<file path="src/rtl/wr_phy_rst_pkg.sv">
// Shared types and helpers for the WR transceiver reset/lock sequencer.
// Contents:
//   t_tx_state / t_rx_state  FSM state encodings
//   c_min_*                  smallest legal cycle counts; larger parameters are clamped up to these
//   f_log2_size              timer width able to hold (value-1) down to zero, at least 1 bit
//   f_max                    integer maximum for parameter arithmetic
package wr_phy_rst_pkg;

   typedef enum logic [1:0] {
      TX_ARST,
      TX_WAIT,
      TX_DRST,
      TX_READY
   } t_tx_state;

   typedef enum logic [2:0] {
      RX_ARST,
      RX_WAIT,
      RX_LTR,
      RX_LTD,
      RX_DRST,
      RX_READY
   } t_rx_state;

   localparam int c_min_analog_rst_cycles  = 1;
   localparam int c_min_digital_rst_cycles = 1;
   localparam int c_min_ltr_settle_cycles  = 1;
   localparam int c_min_ltd_timeout_cycles = 1;

   // Smallest n >= 1 with 2**n >= value. Timers load (count-1) and stop at zero,
   // so this is enough bits for any count up to 'value'.
   function automatic int f_log2_size(input int value);
      int n;
      n = 1;
      for (int i = 1; i < 31; i++) begin
         if ((1 << i) < value) n = i + 1;
      end
      return n;
   endfunction

   function automatic int f_max(input int a, input int b);
      return (a > b) ? a : b;
   endfunction

endpackage

</file>
<file path="src/rtl/wr_phy_rx_rst_chan.sv">
// One RX reset/lock FSM plus its saturating relock counter.
// All lock/cal inputs arrive already synchronised to clk_sys_i.
// Ports:
//   clk_sys_i, rst_i            clock, synchronous active-high reset
//   rx_enable_i                 low holds the channel in analog reset
//   rx_cal_busy_i               synced rx_cal_busy
//   rx_is_lockedtoref_i         synced CDR lock-to-reference status
//   rx_is_lockedtodata_i        synced CDR lock-to-data status
//   tx_ready_i                  registered TX ready from the shared TX FSM
//   tx_drop_i                   TX ready will fall on this edge; forces RX_ARST
//   relock_clr_i                clears the relock counter (wins over increment)
//   rx_*reset_o, rx_set_*_o     registered PHY controls
//   rx_ready_o                  channel ready
//   relock_cnt_o                saturating count of lock losses / timeouts
//
// state    | meaning
// ---------+-------------------------------------------------------------
// RX_ARST  | analog+digital reset held; also parked here while disabled
// RX_WAIT  | analog released, waiting for rx_cal_busy low and tx_ready
// RX_LTR   | CDR lock-to-ref, waiting for a continuous settle window
// RX_LTD   | CDR lock-to-data, waiting for lockedtodata (with timeout)
// RX_DRST  | digital reset held while lockedtodata stays high
// RX_READY | channel running; lockedtodata loss re-sequences
module wr_phy_rx_rst_chan
   import wr_phy_rst_pkg::*;
#(
   parameter int g_analog_rst_cycles  = 100,
   parameter int g_digital_rst_cycles = 100,
   parameter int g_ltr_settle_cycles  = 1000,
   parameter int g_ltd_timeout_cycles = 100000,
   parameter int g_cnt_width          = 8
)(
   input  logic                   clk_sys_i,
   input  logic                   rst_i,
   input  logic                   rx_enable_i,
   input  logic                   rx_cal_busy_i,
   input  logic                   rx_is_lockedtoref_i,
   input  logic                   rx_is_lockedtodata_i,
   input  logic                   tx_ready_i,
   input  logic                   tx_drop_i,
   input  logic                   relock_clr_i,
   output logic                   rx_analogreset_o,
   output logic                   rx_digitalreset_o,
   output logic                   rx_set_locktoref_o,
   output logic                   rx_set_locktodata_o,
   output logic                   rx_ready_o,
   output logic [g_cnt_width-1:0] relock_cnt_o
);

   localparam int c_arst = f_max(g_analog_rst_cycles,  c_min_analog_rst_cycles);
   localparam int c_drst = f_max(g_digital_rst_cycles, c_min_digital_rst_cycles);
   localparam int c_ltr  = f_max(g_ltr_settle_cycles,  c_min_ltr_settle_cycles);
   localparam int c_ltd  = f_max(g_ltd_timeout_cycles, c_min_ltd_timeout_cycles);
   localparam int c_tmr_w = f_log2_size(f_max(f_max(c_arst, c_drst), f_max(c_ltr, c_ltd)));

   localparam logic [c_tmr_w-1:0] c_arst_load = c_tmr_w'(c_arst - 1);
   localparam logic [c_tmr_w-1:0] c_drst_load = c_tmr_w'(c_drst - 1);
   localparam logic [c_tmr_w-1:0] c_ltr_load  = c_tmr_w'(c_ltr - 1);
   localparam logic [c_tmr_w-1:0] c_ltd_load  = c_tmr_w'(c_ltd - 1);

   t_rx_state          state, state_nxt;
   logic [c_tmr_w-1:0] tmr, tmr_nxt;
   logic               relock_inc;

   always_comb begin
      state_nxt  = state;
      tmr_nxt    = tmr;
      relock_inc = 1'b0;
      unique case (state)
         RX_ARST: begin
            if (tmr == '0) state_nxt = RX_WAIT;
            else           tmr_nxt   = tmr - 1'b1;
         end
         RX_WAIT: begin
            if (!rx_cal_busy_i && tx_ready_i) begin
               state_nxt = RX_LTR;
               tmr_nxt   = c_ltr_load;
            end
         end
         RX_LTR: begin
            // any low sample restarts the settle window
            if (!rx_is_lockedtoref_i) tmr_nxt = c_ltr_load;
            else if (tmr == '0) begin
               state_nxt = RX_LTD;
               tmr_nxt   = c_ltd_load;
            end
            else tmr_nxt = tmr - 1'b1;
         end
         RX_LTD: begin
            if (rx_is_lockedtodata_i) begin
               state_nxt = RX_DRST;
               tmr_nxt   = c_drst_load;
            end
            else if (tmr == '0) begin
               state_nxt  = RX_ARST;
               tmr_nxt    = c_arst_load;
               relock_inc = 1'b1;
            end
            else tmr_nxt = tmr - 1'b1;
         end
         RX_DRST: begin
            if (!rx_is_lockedtodata_i) begin
               state_nxt  = RX_ARST;
               tmr_nxt    = c_arst_load;
               relock_inc = 1'b1;
            end
            else if (tmr == '0) state_nxt = RX_READY;
            else                tmr_nxt   = tmr - 1'b1;
         end
         RX_READY: begin
            if (!rx_is_lockedtodata_i) begin
               state_nxt  = RX_ARST;
               tmr_nxt    = c_arst_load;
               relock_inc = 1'b1;
            end
         end
         default: begin
            state_nxt = RX_ARST;
            tmr_nxt   = c_arst_load;
         end
      endcase

      // administrative resets are not lock losses, so they never count
      if (!rx_enable_i || tx_drop_i) begin
         state_nxt  = RX_ARST;
         tmr_nxt    = c_arst_load;
         relock_inc = 1'b0;
      end
   end

   always_ff @(posedge clk_sys_i) begin
      if (rst_i) begin
         state               <= RX_ARST;
         tmr                 <= c_arst_load;
         rx_analogreset_o    <= 1'b1;
         rx_digitalreset_o   <= 1'b1;
         rx_set_locktoref_o  <= 1'b0;
         rx_set_locktodata_o <= 1'b0;
         rx_ready_o          <= 1'b0;
         relock_cnt_o        <= '0;
      end
      else begin
         state               <= state_nxt;
         tmr                 <= tmr_nxt;
         rx_analogreset_o    <= (state_nxt == RX_ARST);
         rx_digitalreset_o   <= (state_nxt != RX_READY);
         rx_set_locktoref_o  <= (state_nxt == RX_LTR);
         // CDR stays in lock-to-data once it has been told to go there
         rx_set_locktodata_o <= (state_nxt == RX_LTD) || (state_nxt == RX_DRST) ||
                                (state_nxt == RX_READY);
         rx_ready_o          <= (state_nxt == RX_READY);
         if (relock_clr_i)
            relock_cnt_o <= '0;
         else if (relock_inc && (relock_cnt_o != '1))
            relock_cnt_o <= relock_cnt_o + 1'b1;
      end
   end

endmodule

</file>
<file path="src/rtl/wr_phy_multi_rst_seq.sv">
// Reset and lock sequencer for g_num_channels WR transceiver channels.
// Holds the shared TX FSM and the input synchronisers; one RX FSM per channel.
// Ports:
//   clk_sys_i, rst_i          clock, synchronous active-high reset
//   pll_locked_i              TX PLL lock (async)
//   rx_enable_i[N]            per-channel enable (sync)
//   tx/rx_cal_busy_i[N]       PHY calibration busy (async)
//   rx_is_lockedto*_i[N]      CDR lock status (async)
//   tx_*reset_o[N]            shared TX resets, all bits equal
//   rx_*reset_o[N], rx_set_locktoref_o[N], rx_set_locktodata_o[N]
//   tx_ready_o, rx_ready_o[N] ready flags
//   relock_cnt_o[N*W]         per-channel relock count, channel k at [k*W +: W]
//   relock_clr_i              clear all relock counters
//
// state    | meaning
// ---------+-------------------------------------------------------------
// TX_ARST  | analog+digital reset held for the analog reset time
// TX_WAIT  | analog released, waiting for PLL lock and all tx_cal_busy low
// TX_DRST  | digital reset held for the digital reset time
// TX_READY | TX path running
module wr_phy_multi_rst_seq
   import wr_phy_rst_pkg::*;
#(
   parameter int g_num_channels       = 1,
   parameter int g_analog_rst_cycles  = 100,
   parameter int g_digital_rst_cycles = 100,
   parameter int g_ltr_settle_cycles  = 1000,
   parameter int g_ltd_timeout_cycles = 100000,
   parameter int g_cnt_width          = 8
)(
   input  logic                                  clk_sys_i,
   input  logic                                  rst_i,
   input  logic                                  pll_locked_i,
   input  logic [g_num_channels-1:0]             rx_enable_i,
   input  logic [g_num_channels-1:0]             tx_cal_busy_i,
   input  logic [g_num_channels-1:0]             rx_cal_busy_i,
   input  logic [g_num_channels-1:0]             rx_is_lockedtoref_i,
   input  logic [g_num_channels-1:0]             rx_is_lockedtodata_i,
   output logic [g_num_channels-1:0]             tx_analogreset_o,
   output logic [g_num_channels-1:0]             tx_digitalreset_o,
   output logic [g_num_channels-1:0]             rx_analogreset_o,
   output logic [g_num_channels-1:0]             rx_digitalreset_o,
   output logic [g_num_channels-1:0]             rx_set_locktoref_o,
   output logic [g_num_channels-1:0]             rx_set_locktodata_o,
   output logic                                  tx_ready_o,
   output logic [g_num_channels-1:0]             rx_ready_o,
   output logic [g_num_channels*g_cnt_width-1:0] relock_cnt_o,
   input  logic                                  relock_clr_i
);

   localparam int c_n       = g_num_channels;
   localparam int c_async_w = 1 + 4*c_n;
   localparam int c_arst    = f_max(g_analog_rst_cycles,  c_min_analog_rst_cycles);
   localparam int c_drst    = f_max(g_digital_rst_cycles, c_min_digital_rst_cycles);
   localparam int c_tmr_w   = f_log2_size(f_max(c_arst, c_drst));

   localparam logic [c_tmr_w-1:0] c_arst_load = c_tmr_w'(c_arst - 1);
   localparam logic [c_tmr_w-1:0] c_drst_load = c_tmr_w'(c_drst - 1);

   logic [c_async_w-1:0] async_in, sync_ff1, sync_ff2;
   logic                 pll_s, pll_q, pll_fall;
   logic [c_n-1:0]       tx_cal_s, rx_cal_s, ltr_s, ltd_s;

   assign async_in = {pll_locked_i, tx_cal_busy_i, rx_cal_busy_i,
                      rx_is_lockedtoref_i, rx_is_lockedtodata_i};

   always_ff @(posedge clk_sys_i) begin
      if (rst_i) begin
         sync_ff1 <= '0;
         sync_ff2 <= '0;
         pll_q    <= 1'b0;
      end
      else begin
         sync_ff1 <= async_in;
         sync_ff2 <= sync_ff1;
         pll_q    <= pll_s;
      end
   end

   assign {pll_s, tx_cal_s, rx_cal_s, ltr_s, ltd_s} = sync_ff2;
   assign pll_fall = pll_q & ~pll_s;

   t_tx_state          tx_state, tx_state_nxt;
   logic [c_tmr_w-1:0] tx_tmr, tx_tmr_nxt;
   logic               tx_drop;

   always_comb begin
      tx_state_nxt = tx_state;
      tx_tmr_nxt   = tx_tmr;
      unique case (tx_state)
         TX_ARST: begin
            if (tx_tmr == '0) tx_state_nxt = TX_WAIT;
            else              tx_tmr_nxt   = tx_tmr - 1'b1;
         end
         TX_WAIT: begin
            // only a lock that is lost here restarts analog reset; a PLL that
            // never locked just keeps us waiting
            if (pll_fall) begin
               tx_state_nxt = TX_ARST;
               tx_tmr_nxt   = c_arst_load;
            end
            else if (pll_s && (tx_cal_s == '0)) begin
               tx_state_nxt = TX_DRST;
               tx_tmr_nxt   = c_drst_load;
            end
         end
         TX_DRST: begin
            if (!pll_s) begin
               tx_state_nxt = TX_ARST;
               tx_tmr_nxt   = c_arst_load;
            end
            else if (tx_tmr == '0) tx_state_nxt = TX_READY;
            else                   tx_tmr_nxt   = tx_tmr - 1'b1;
         end
         TX_READY: begin
            if (!pll_s) begin
               tx_state_nxt = TX_ARST;
               tx_tmr_nxt   = c_arst_load;
            end
         end
      endcase
   end

   // RX channels react on the same edge tx_ready_o falls
   assign tx_drop = tx_ready_o && (tx_state_nxt != TX_READY);

   always_ff @(posedge clk_sys_i) begin
      if (rst_i) begin
         tx_state          <= TX_ARST;
         tx_tmr            <= c_arst_load;
         tx_analogreset_o  <= '1;
         tx_digitalreset_o <= '1;
         tx_ready_o        <= 1'b0;
      end
      else begin
         tx_state          <= tx_state_nxt;
         tx_tmr            <= tx_tmr_nxt;
         tx_analogreset_o  <= {c_n{tx_state_nxt == TX_ARST}};
         tx_digitalreset_o <= {c_n{tx_state_nxt != TX_READY}};
         tx_ready_o        <= (tx_state_nxt == TX_READY);
      end
   end

   for (genvar k = 0; k < c_n; k++) begin : g_rx_chan
      wr_phy_rx_rst_chan #(
         .g_analog_rst_cycles  (g_analog_rst_cycles),
         .g_digital_rst_cycles (g_digital_rst_cycles),
         .g_ltr_settle_cycles  (g_ltr_settle_cycles),
         .g_ltd_timeout_cycles (g_ltd_timeout_cycles),
         .g_cnt_width          (g_cnt_width)
      ) u_chan (
         .clk_sys_i            (clk_sys_i),
         .rst_i                (rst_i),
         .rx_enable_i          (rx_enable_i[k]),
         .rx_cal_busy_i        (rx_cal_s[k]),
         .rx_is_lockedtoref_i  (ltr_s[k]),
         .rx_is_lockedtodata_i (ltd_s[k]),
         .tx_ready_i           (tx_ready_o),
         .tx_drop_i            (tx_drop),
         .relock_clr_i         (relock_clr_i),
         .rx_analogreset_o     (rx_analogreset_o[k]),
         .rx_digitalreset_o    (rx_digitalreset_o[k]),
         .rx_set_locktoref_o   (rx_set_locktoref_o[k]),
         .rx_set_locktodata_o  (rx_set_locktodata_o[k]),
         .rx_ready_o           (rx_ready_o[k]),
         .relock_cnt_o         (relock_cnt_o[k*g_cnt_width +: g_cnt_width])
      );
   end

endmodule

</file>
<file path="config.mk">
export PLATFORM = sky130hd
export DESIGN_NAME = wr_phy_multi_rst_seq
export DESIGN_NICKNAME = d
export VERILOG_FILES = /design/src/rtl/wr_phy_rst_pkg.sv /design/src/rtl/wr_phy_rx_rst_chan.sv /design/src/rtl/wr_phy_multi_rst_seq.sv
export SDC_FILE = /design/constraint.sdc
export NUM_CORES = 1
export LEC_CHECK = 0
export ABC_AREA = 1
export BUFFER_PORTS_ARGS = -buffer_cell sky130_fd_sc_hd__clkbuf_2
export CELL_PAD_IN_SITES_DETAIL_PLACEMENT = 0
export CELL_PAD_IN_SITES_GLOBAL_PLACEMENT = 2
export CORE_MARGIN = 5
export CORE_UTILIZATION = 33
export DETAILED_ROUTE_END_ITERATION = 6
export GPL_TIMING_DRIVEN = 0
export PLACE_DENSITY_LB_ADDON = 0.1
export SLEW_MARGIN = 20
export SYNTH_ARGS = -nofsm -noshare
export SYNTH_HDL_FRONTEND = slang
export SYNTH_SLANG_ARGS = --single-unit
</file>
<file path="constraint.sdc">
create_clock -name clk_sys_i -period 2.8 [get_ports clk_sys_i]
set_clock_uncertainty 0.2 [all_clocks]
set_input_delay 0.14 -clock clk_sys_i [delete_from_list [all_inputs] [get_ports clk_sys_i]]
set_output_delay 0.14 -clock clk_sys_i [all_outputs]
set_load 0.1 [all_outputs]
</file>
# Word-level counts from Yosys, hierarchy flattened
# Cells that the tools add are included.
[totals]
ram_bits = 0
latch_bits = 0
ff_bits = 56
out_inout_bits = 16
mem_bits_ro = 0
n_memories = 0
wordCells = 100
inputBits = 9
[op_classes]
bitwise_logic = 3
n_shift = 0
order_cmp = 0
muxes = 38
eq_ne = 20
n_addsub = 3
reduce_logical = 20
n_mul = 0
n_div = 0
[ops]
columns = ["operator", "n"]
rows = [
  ["17-bit two-way mux", 8],
  ["17-bit case mux with 6 select lines", 1],
  ["7-bit two-way mux", 5],
  ["3-bit two-way mux", 10],
  ["7-bit case mux with 4 select lines", 1],
  ["3-bit case mux with 6 select lines", 1],
  ["17-bit zero test", 1],
  ["17-bit by 1-bit subtractor with 17-bit output (second input constant)", 1],
  ["3-bit by 2-bit equality test with 1-bit output (second input constant)", 4],
  ["3-bit equality test (second input constant)", 4],
  ["2-bit two-way mux", 6],
  ["8-bit by 1-bit adder with 8-bit output (second input constant)", 1],
  ["8-bit != test (second input constant)", 1],
  ["2-bit case mux with 4 select lines", 1],
  ["7-bit zero test", 1],
  ["7-bit by 1-bit subtractor with 7-bit output (second input constant)", 1],
  ["2-bit equality test (second input constant)", 3],
  ["3-bit zero test", 2],
  ["2-bit != test (second input constant)", 3],
  ["3-bit != test (second input constant)", 2],
  ["2-bit OR reduction", 3],
  ["1-bit logical AND", 4],
  ["2-bit zero test", 2],
  ["1-bit two-way mux", 4],
  ["other kinds (9)", 14],
]

# Logic depth before layout (Yosys ltp)
# Gate-level depths: netlist (run 1).
[logic_depth]
depth_word = 12
mapped_depth = 14
mapped_depth_nobuf = 14

# Hierarchy
# Synthesis (run 1) repeated with hierarchy kept, for this count alone.
[hier_totals]
hier_cells = 468
hier_area_um2 = 3090.5
[by_module_without_submodules]
columns = ["module", "cells_per_inst", "seq_area_each_um2", "instances", "area_each_um2"]
rows = [
  ["wr_phy_rx_rst_chan", 340, 660.6, 1, 2158.3],
  ["wr_phy_multi_rst_seq", 128, 460.4, 1, 932.1],
]

# Worst setup path after synthesis (run 1)
# No wires, ideal clock.
[synth_timing]
kind = "register to register"
from = "register g_rx_chan[0].u_chan.relock_cnt_o[1]"
to = "register g_rx_chan[0].u_chan.relock_cnt_o[2]"
setup_slack_ns = 0.242
path_stages_with_launch = 8
period_less_slack_ns = 2.558
path_buffers = 0
setup_ns = 0.070
t_required_ns = 2.530
t_arrival_ns = 2.288
cell_sequence = "dfxtp_1 > ha_1 > nand3_1 > nor2_1 > nand3_1 > nand4_4 > nand2_1 > a21oi_1"
[synth_via]
elab_chain_cells = 2
elab_cells_between_ends = 3
cone_classes = "1 x add/sub; 1 x eq/ne; 1 x reduce/logical"
[synth_rtl]
columns = ["element", "line", "text"]
rows = [
  ["from (decl)", "wr_phy_rx_rst_chan.sv:47", "output logic [g_cnt_width-1:0] relock_cnt_o"],
  ["from (signal assigned)", "wr_phy_rx_rst_chan.sv:155", "relock_cnt_o <= relock_cnt_o + 1'b1;"],
  ["parallel branches: the longest is 2 deep, another holds 8-bit by 1-bit adder with 8-bit output", "--", ""],
]
# Parallel ways; which one is timed is not known.
# A chain may end at the register's enable or synchronous reset.

# Worst setup path after layout (run 1)
[layout_timing]
from = "register g_rx_chan[0].u_chan.tmr[0]"
to = "register g_rx_chan[0].u_chan.tmr[0]"
[layout_via]
elab_chain_cells = 4
elab_cells_between_ends = 9
cone_classes = "1 x add/sub; 7 x mux; 1 x reduce/logical"
[layout_rtl]
columns = ["element", "line", "text"]
rows = [
  ["from (decl)", "wr_phy_rx_rst_chan.sv:62", "logic [c_tmr_w-1:0] tmr, tmr_nxt;"],
  ["from (signal assigned)", "wr_phy_rx_rst_chan.sv:134", "tmr <= c_arst_load;"],
  ["from (signal assigned)", "wr_phy_rx_rst_chan.sv:144", "tmr <= tmr_nxt;"],
  ["17-bit by 1-bit subtractor with 17-bit output or 17-bit zero test (tied branches)", "--", ""],
  ["17-bit two-way mux, on equally long branches", "--", ""],
  ["17-bit two-way mux, on equally long branches", "wr_phy_rx_rst_chan.sv:102, wr_phy_rx_rst_chan.sv:82, wr_phy_rx_rst_chan.sv:90", ""],
  ["17-bit case mux with 6 select lines *", "wr_phy_rx_rst_chan.sv:69", "unique case (state)"],
]
# Every way passes the cells marked *; elsewhere a longest branch is shown, timed or not.

==> results of run 1 <==
-- final cells by class --
class	count	area, sq um	area share [%]
flip-flops and latches	56	1120	33.1
repair buffers	31	190	5.62
inverters	60	228	6.73
multi-input cells	310	1590	47.0
clock inverters	3	28.8	0.850
clock buffers	5	68.8	2.03
well taps	108	135	3.99
plain buffers	5	21.3	0.628
-- synthesized netlist by cell type, drive strengths merged --
cell type	count
nor4	1
nand2	105
clkbuf	3
a41oi	1
inv	60
o2111ai	1
o31ai	1
nand3	34
nor3	4
ha	5
o21ai	18
nand3b	1
buf	2
nor2	78
dfxtp	56
a21oi	25
nand4	13
xor2	12
a211oi	1
o211ai	3
xnor2	4
or2	2
a22oi	1
-- timing repair --
action / 4_1_cts / 5_1_grt
hold endpoints to repair: 10 / 0
hold buffers: 7 / 0
gates resized for setup: 0 / 0
-- power by group --
group	total (mW)	internal (mW)	switching, mW
combinational	0.0801	0.0325	0.0476
clock	0.498	0.190	0.308
sequential	0.822	0.812	0.0105
total	1.40	1.03	0.366
-- flip-flops by register name, summed over array words and instances (netlist names), 2 cells and up --
register / cells
g_rx_chan.u_chan.relock_cnt_o: 8
tx_state: 2
tx_tmr: 7
g_rx_chan.u_chan.tmr: 17
sync_ff2: 5
g_rx_chan.u_chan.state: 3
sync_ff1: 5
-- metal layers --
metal / share of wire (%) / GRT usage, %
met5: 0 / 0
met4: 0.88 / 3.56
met3: 3.2 / 2.59
met2: 47 / 24.5
met1: 48 / 18.6
-- cell families (layout without fill, tap and decap cells) --
logic type	after synthesis	after routing	share of synthesized area, %
AND/OR/NAND/NOR	238	238	37.0
AO/OA/AOI/OAI	51	51	9.89
flip-flops	56	56	37.9
XOR/XNOR	16	16	4.73
buffers and inverters	65	104	8.41
adder cells (fa/ha/maj)	5	5	2.11
-- critical path, stage by stage, from the launching register on --
cell and delay (ns):
dfxtp_1 0.35, inv_1 0.12, ha_1 0.21, nand3_1 0.09, nor2_1 0.16, nand2_1 0.15, buf_2 0.23, ha_1 0.29
a21oi_1 0.14, o2111ai_1 0.11, o21ai_0 0.09, nand2_1 0.06
-- through the flow --
step | hold WS [ns] | utilization, % | cell area (sq um)
floorplan | 0.0470 | - | 2960
global placement | 0.133 | 36.9 | 3220
detailed placement | 0.135 | 36.9 | 3220
CTS | 0.00220 | 38.8 | 3380
global route | 0.0111 | 38.8 | 3380
finish | 0.00492 | 38.8 | 3380
-- worst max path at each step --
stage / depth (start not counted) / startpoint / to / slack (ns)
2_1_floorplan: 7 / g_rx_chan[0].u_chan.relock_cnt_o[1] / g_rx_chan[0].u_chan.relock_cnt_o[2] / 0.24
3_3_place_gp: 11 / g_rx_chan[0].u_chan.tmr[0] / g_rx_chan[0].u_chan.tmr[0] / 0.55
3_5_place_dp: 11 / g_rx_chan[0].u_chan.tmr[0] / g_rx_chan[0].u_chan.tmr[0] / 0.53
4_1_cts: 11 / g_rx_chan[0].u_chan.tmr[0] / g_rx_chan[0].u_chan.tmr[0] / 0.53
5_1_grt: 11 / g_rx_chan[0].u_chan.tmr[0] / g_rx_chan[0].u_chan.tmr[0] / 0.32
6_report: 11 / g_rx_chan[0].u_chan.tmr[0] / g_rx_chan[0].u_chan.tmr[0] / 0.52
==> metrics.txt, run 1 <==
Layout Nets between 400 and 500; Routed Wire Length ~7.5 mm; final setup violation count 0; CTS tree done; max-slew violations 0; Cell variety after synth 36; Worst-Margin Slew around 0.54 ns; vias in the first global route approximately 2,700; post-synth top area cell dfxtp_1; Leakage 1.56 nW; Top-Level Pins 25; drt via density 4.74; All-Layer GR Usage ~14%; row count 34; clock transition at the registers of the reported paths between 0.1 and 0.15 ns; final hold violation count 0; Port Buffers 24; TritonCTS Buffers 5; CTS max path bufs 2; Reg2Reg Setup Slack roughly 0.52 ns; commonest non-fill, non-tap cell in the layout nand2_1; worst hold start rx_enable_i; sequential share of the synthesized area between 30% and 40%; Hold Path Cell Cnt 4; setup_tns 0 ns; CTS root buf clkbuf_8; die width between 100 and 150 um; Initial Util 34.0%; TritonCTS Sinks 56; die height between 100 and 150 um; Worst IR Drop VDD roughly 0.21 mV; grt total ovfl 0; CP arrival around 2.3 ns; hold crit path type in -> reg; post-synth top area share between 30 and 40%; average size of a mapped cell between 6 and 7 sq um; hold endpoint g_rx_chan[0].u_chan.tmr[6]; FILL cells approximately 970; Final ANT Viol Nets 0; P&R area growth vs syn 14.3%; Pwr Total about 1.4 mW; RR Startpoint g_rx_chan[0].u_chan.tmr[0]; 1st-pass router iterations 4; Setup Buffers After CTS 0; non-filler instance count after layout around 580; Yosys reg bits 56; Synth Instances roughly 430; Synthesis Warnings 0; R2R Path End g_rx_chan[0].u_chan.tmr[0]; largest net degree at the start of global routing 21; status finished, final reports clean; endpoint class of the critical path flop; area of the die 11,000 sq um; clk_lat worst skew 0.32 ns; first-pass GRT wire length 13.1 mm; worst-path fanout max 10; synthesized cell area between 2000 and 3000 sq um; RSZ-0062 raised after global routing no; Fmax ~440 MHz; Wirelength per Cell approximately 13 um; most frequent cells in the layout nand2_1, nor2_1, inv_1; Synth area leaders dfxtp_1, nand2_1, nor2_1, inv_1, nand3_1; dpl cells 563; GPL Wtd Cong just under 0.8; DRC 0; fin crit period 2.28 ns; via count about 2,700; final setup margin approximately 0.52 ns; Crit path required time 2.82 ns; dpl hpwl approximately 5.7 mm; CP Class reg -> reg; Syn Nets between 400 and 500; Max Cap Violations 0; depth of the CTS H-tree 2; period utilization 81.3%; antenna violations before repair 0; diodes inserted 0; Startpoint Class flop; pwr dens a little over 400 nW/um^2; core area 8720 sq um; worst slack at placement roughly 0.53 ns; Detailed Route Iter0 Violations roughly 120; Reg2Reg Depth 11; layout cells sized above 1 approximately an eighth; Max-slew headroom between 60% and 70%
Note: power is estimated with default switching activity, not from simulation.
==> run 2, diff against run 1 <==
==> constraint.sdc (replaced) <==
create_clock -name clk_sys_i -period 2.1 [get_ports clk_sys_i]
set_clock_uncertainty 0.2 [all_clocks]
set_input_delay 0.105 -clock clk_sys_i [delete_from_list [all_inputs] [get_ports clk_sys_i]]
set_output_delay 0.105 -clock clk_sys_i [all_outputs]
set_load 0.1 [all_outputs]
==> run 2 against run 1 <==
Net effect: setup slack got worse by 0.45 ns; critical path type unchanged; clock power rose by 35%; sequential power rose by 34%.
==> metrics.txt, run 2 (synthesis results as in run 1) <==
grt total ovfl 0; Max-slew headroom a little under two thirds; worst-path fanout max 7; final setup margin between 0.07 and 0.08 ns; drt via density ~4.7; first-pass GRT wire length approximately 13 mm; Top-Level Pins 25; Cell Area, Placed around 3200 sq um; Worst IR Drop VDD 0.270 mV; vias in the first global route between 2,000 and 3,000; fin crit period roughly 2.0 ns; 1st-pass router iterations 4; Startpoint Class flop; final setup violation count 0; All-Layer GR Usage between 10 and 15%; diodes inserted 0; antenna violations before repair 0; Detailed Route Iter0 Violations 90; clock transition at the registers of the reported paths 0.12 ns; TritonCTS Sinks 56; Crit path required time between 2 and 2.5 ns; dpl hpwl between 5 and 6 mm; Initial Util approximately a third; Fmax roughly 500 MHz; Worst-Margin Slew approximately 0.55 ns; depth of the CTS H-tree 2; final hold violation count 0; endpoint class of the critical path flop; Port Buffers 24; CP arrival 2.05 ns; CP Class reg -> reg; design area around 3600 sq um; GPL Wtd Cong around 0.77; Largest Register g_rx_chan.u_chan.tmr; Reg2Reg Depth 11; hold slack 0.00487 ns; CTS root buf clkbuf_8; largest net degree at the start of global routing 21; Layout Nets about 490; TritonCTS Buffers 5; P&R area growth vs syn 20.5%; commonest non-fill, non-tap cell in the layout nand2_1; core area between 8000 and 9000 sq um; row count 34; die width between 100 and 150 um; period utilization 96.5%; max-slew violations 0; status finished, final reports clean; clk_lat worst skew 0.33 ns; Pwr Total between 1.5 and 2 mW; Hold Path Cell Cnt 5; Leakage ~1.6 nW; die height between 100 and 150 um; layout cells sized above 1 approximately 20%; via count around 2,700; most frequent cells in the layout nand2_1, nor2_1, inv_1; Largest register FFs 17; area of the die between 10,000 and 15,000 sq um; Max Cap Violations 0; Wirelength per Cell 12.6 um; pwr dens 529 nW/um^2; registers with the most flip-flops g_rx_chan.u_chan.tmr x17, g_rx_chan.u_chan.relock_cnt_o x8, tx_tmr x7; worst slack at placement -0.156 ns; CTS max path bufs 2; Final ANT Viol Nets 0; CTS tree done; Routed Wire Length 7.41 mm; hold crit path type in -> reg; DRC 0
-- run 2: cell type report --
class | count | area (sq um)
plain buffers | 5 | 31.3
clock buffers | 5 | 68.8
clock inverters | 3 | 28.8
fillers | 941 | 5150
inverters | 60 | 233
multi-input cells | 310 | 1640
flip-flops and latches | 56 | 1140
well taps | 108 | 135
repair buffers | 42 | 288
-- run 2: layer usage --
layer	up-vias	track usage [%]	share of wire [%]
met5	-	0	0
met4	0	2.47	0.77
met3	7	3.02	2.1
met2	19	24.2	49
met1	1245	18.2	48
li1	1474	-	-
-- run 2: final timing paths --
path | startpoint | end | slack, ns
worst max-delay path | g_rx_chan[0].u_chan.tmr[0] | g_rx_chan[0].u_chan.tmr[0] | 0.07
worst min-delay path | rx_enable_i | g_rx_chan[0].u_chan.tmr[7] | 0.005
worst max register to register | g_rx_chan[0].u_chan.tmr[0] | g_rx_chan[0].u_chan.tmr[0] | 0.07
worst min register to register | sync_ff1[0] | sync_ff2[0] | 0.21
-- run 2: report_power, final --
part	total (mW)	leakage, nW	switching, mW	internal, mW
Combinational	0.120	1.11	0.0672	0.0531
Sequential	1.10	0.460	0.0152	1.08
Clock	0.673	0.0511	0.420	0.254
Total	1.89	1.62	0.502	1.39
-- run 2: stage by stage --
| step | cells | setup TNS (ns) | util (%) |
|---|---|---|---|
| finish | 589 | 0 | 40.9 |
| global route | 589 | -0.0255 | 40.9 |
| CTS | 582 | -0.0250 | 39.7 |
| detailed placement | 563 | -0.197 | 37.1 |
| global placement | 563 | -0.199 | 37.1 |
| floorplan | 431 | 0 | - |
-- run 2: what timing repair did --
action	CTS	global route
setup buffers	3	7
endpoints found under the hold margin	17	0
endpoints found under the setup margin	10	29
hold buffers	8	0
pin swaps	2	5
gates resized for setup	6	20
-- run 2: worst max-delay path, stage by stage, from the launching register on --
cell and delay, ns:
dfxtp_2 0.36, inv_4 0.07, ha_4 0.14, nand3_1 0.09, nor2_2 0.16, nand2_2 0.09
buf_6 0.14, ha_1 0.28, a21oi_2 0.15, o2111ai_2 0.10, o21ai_1 0.09, nand2_1 0.06
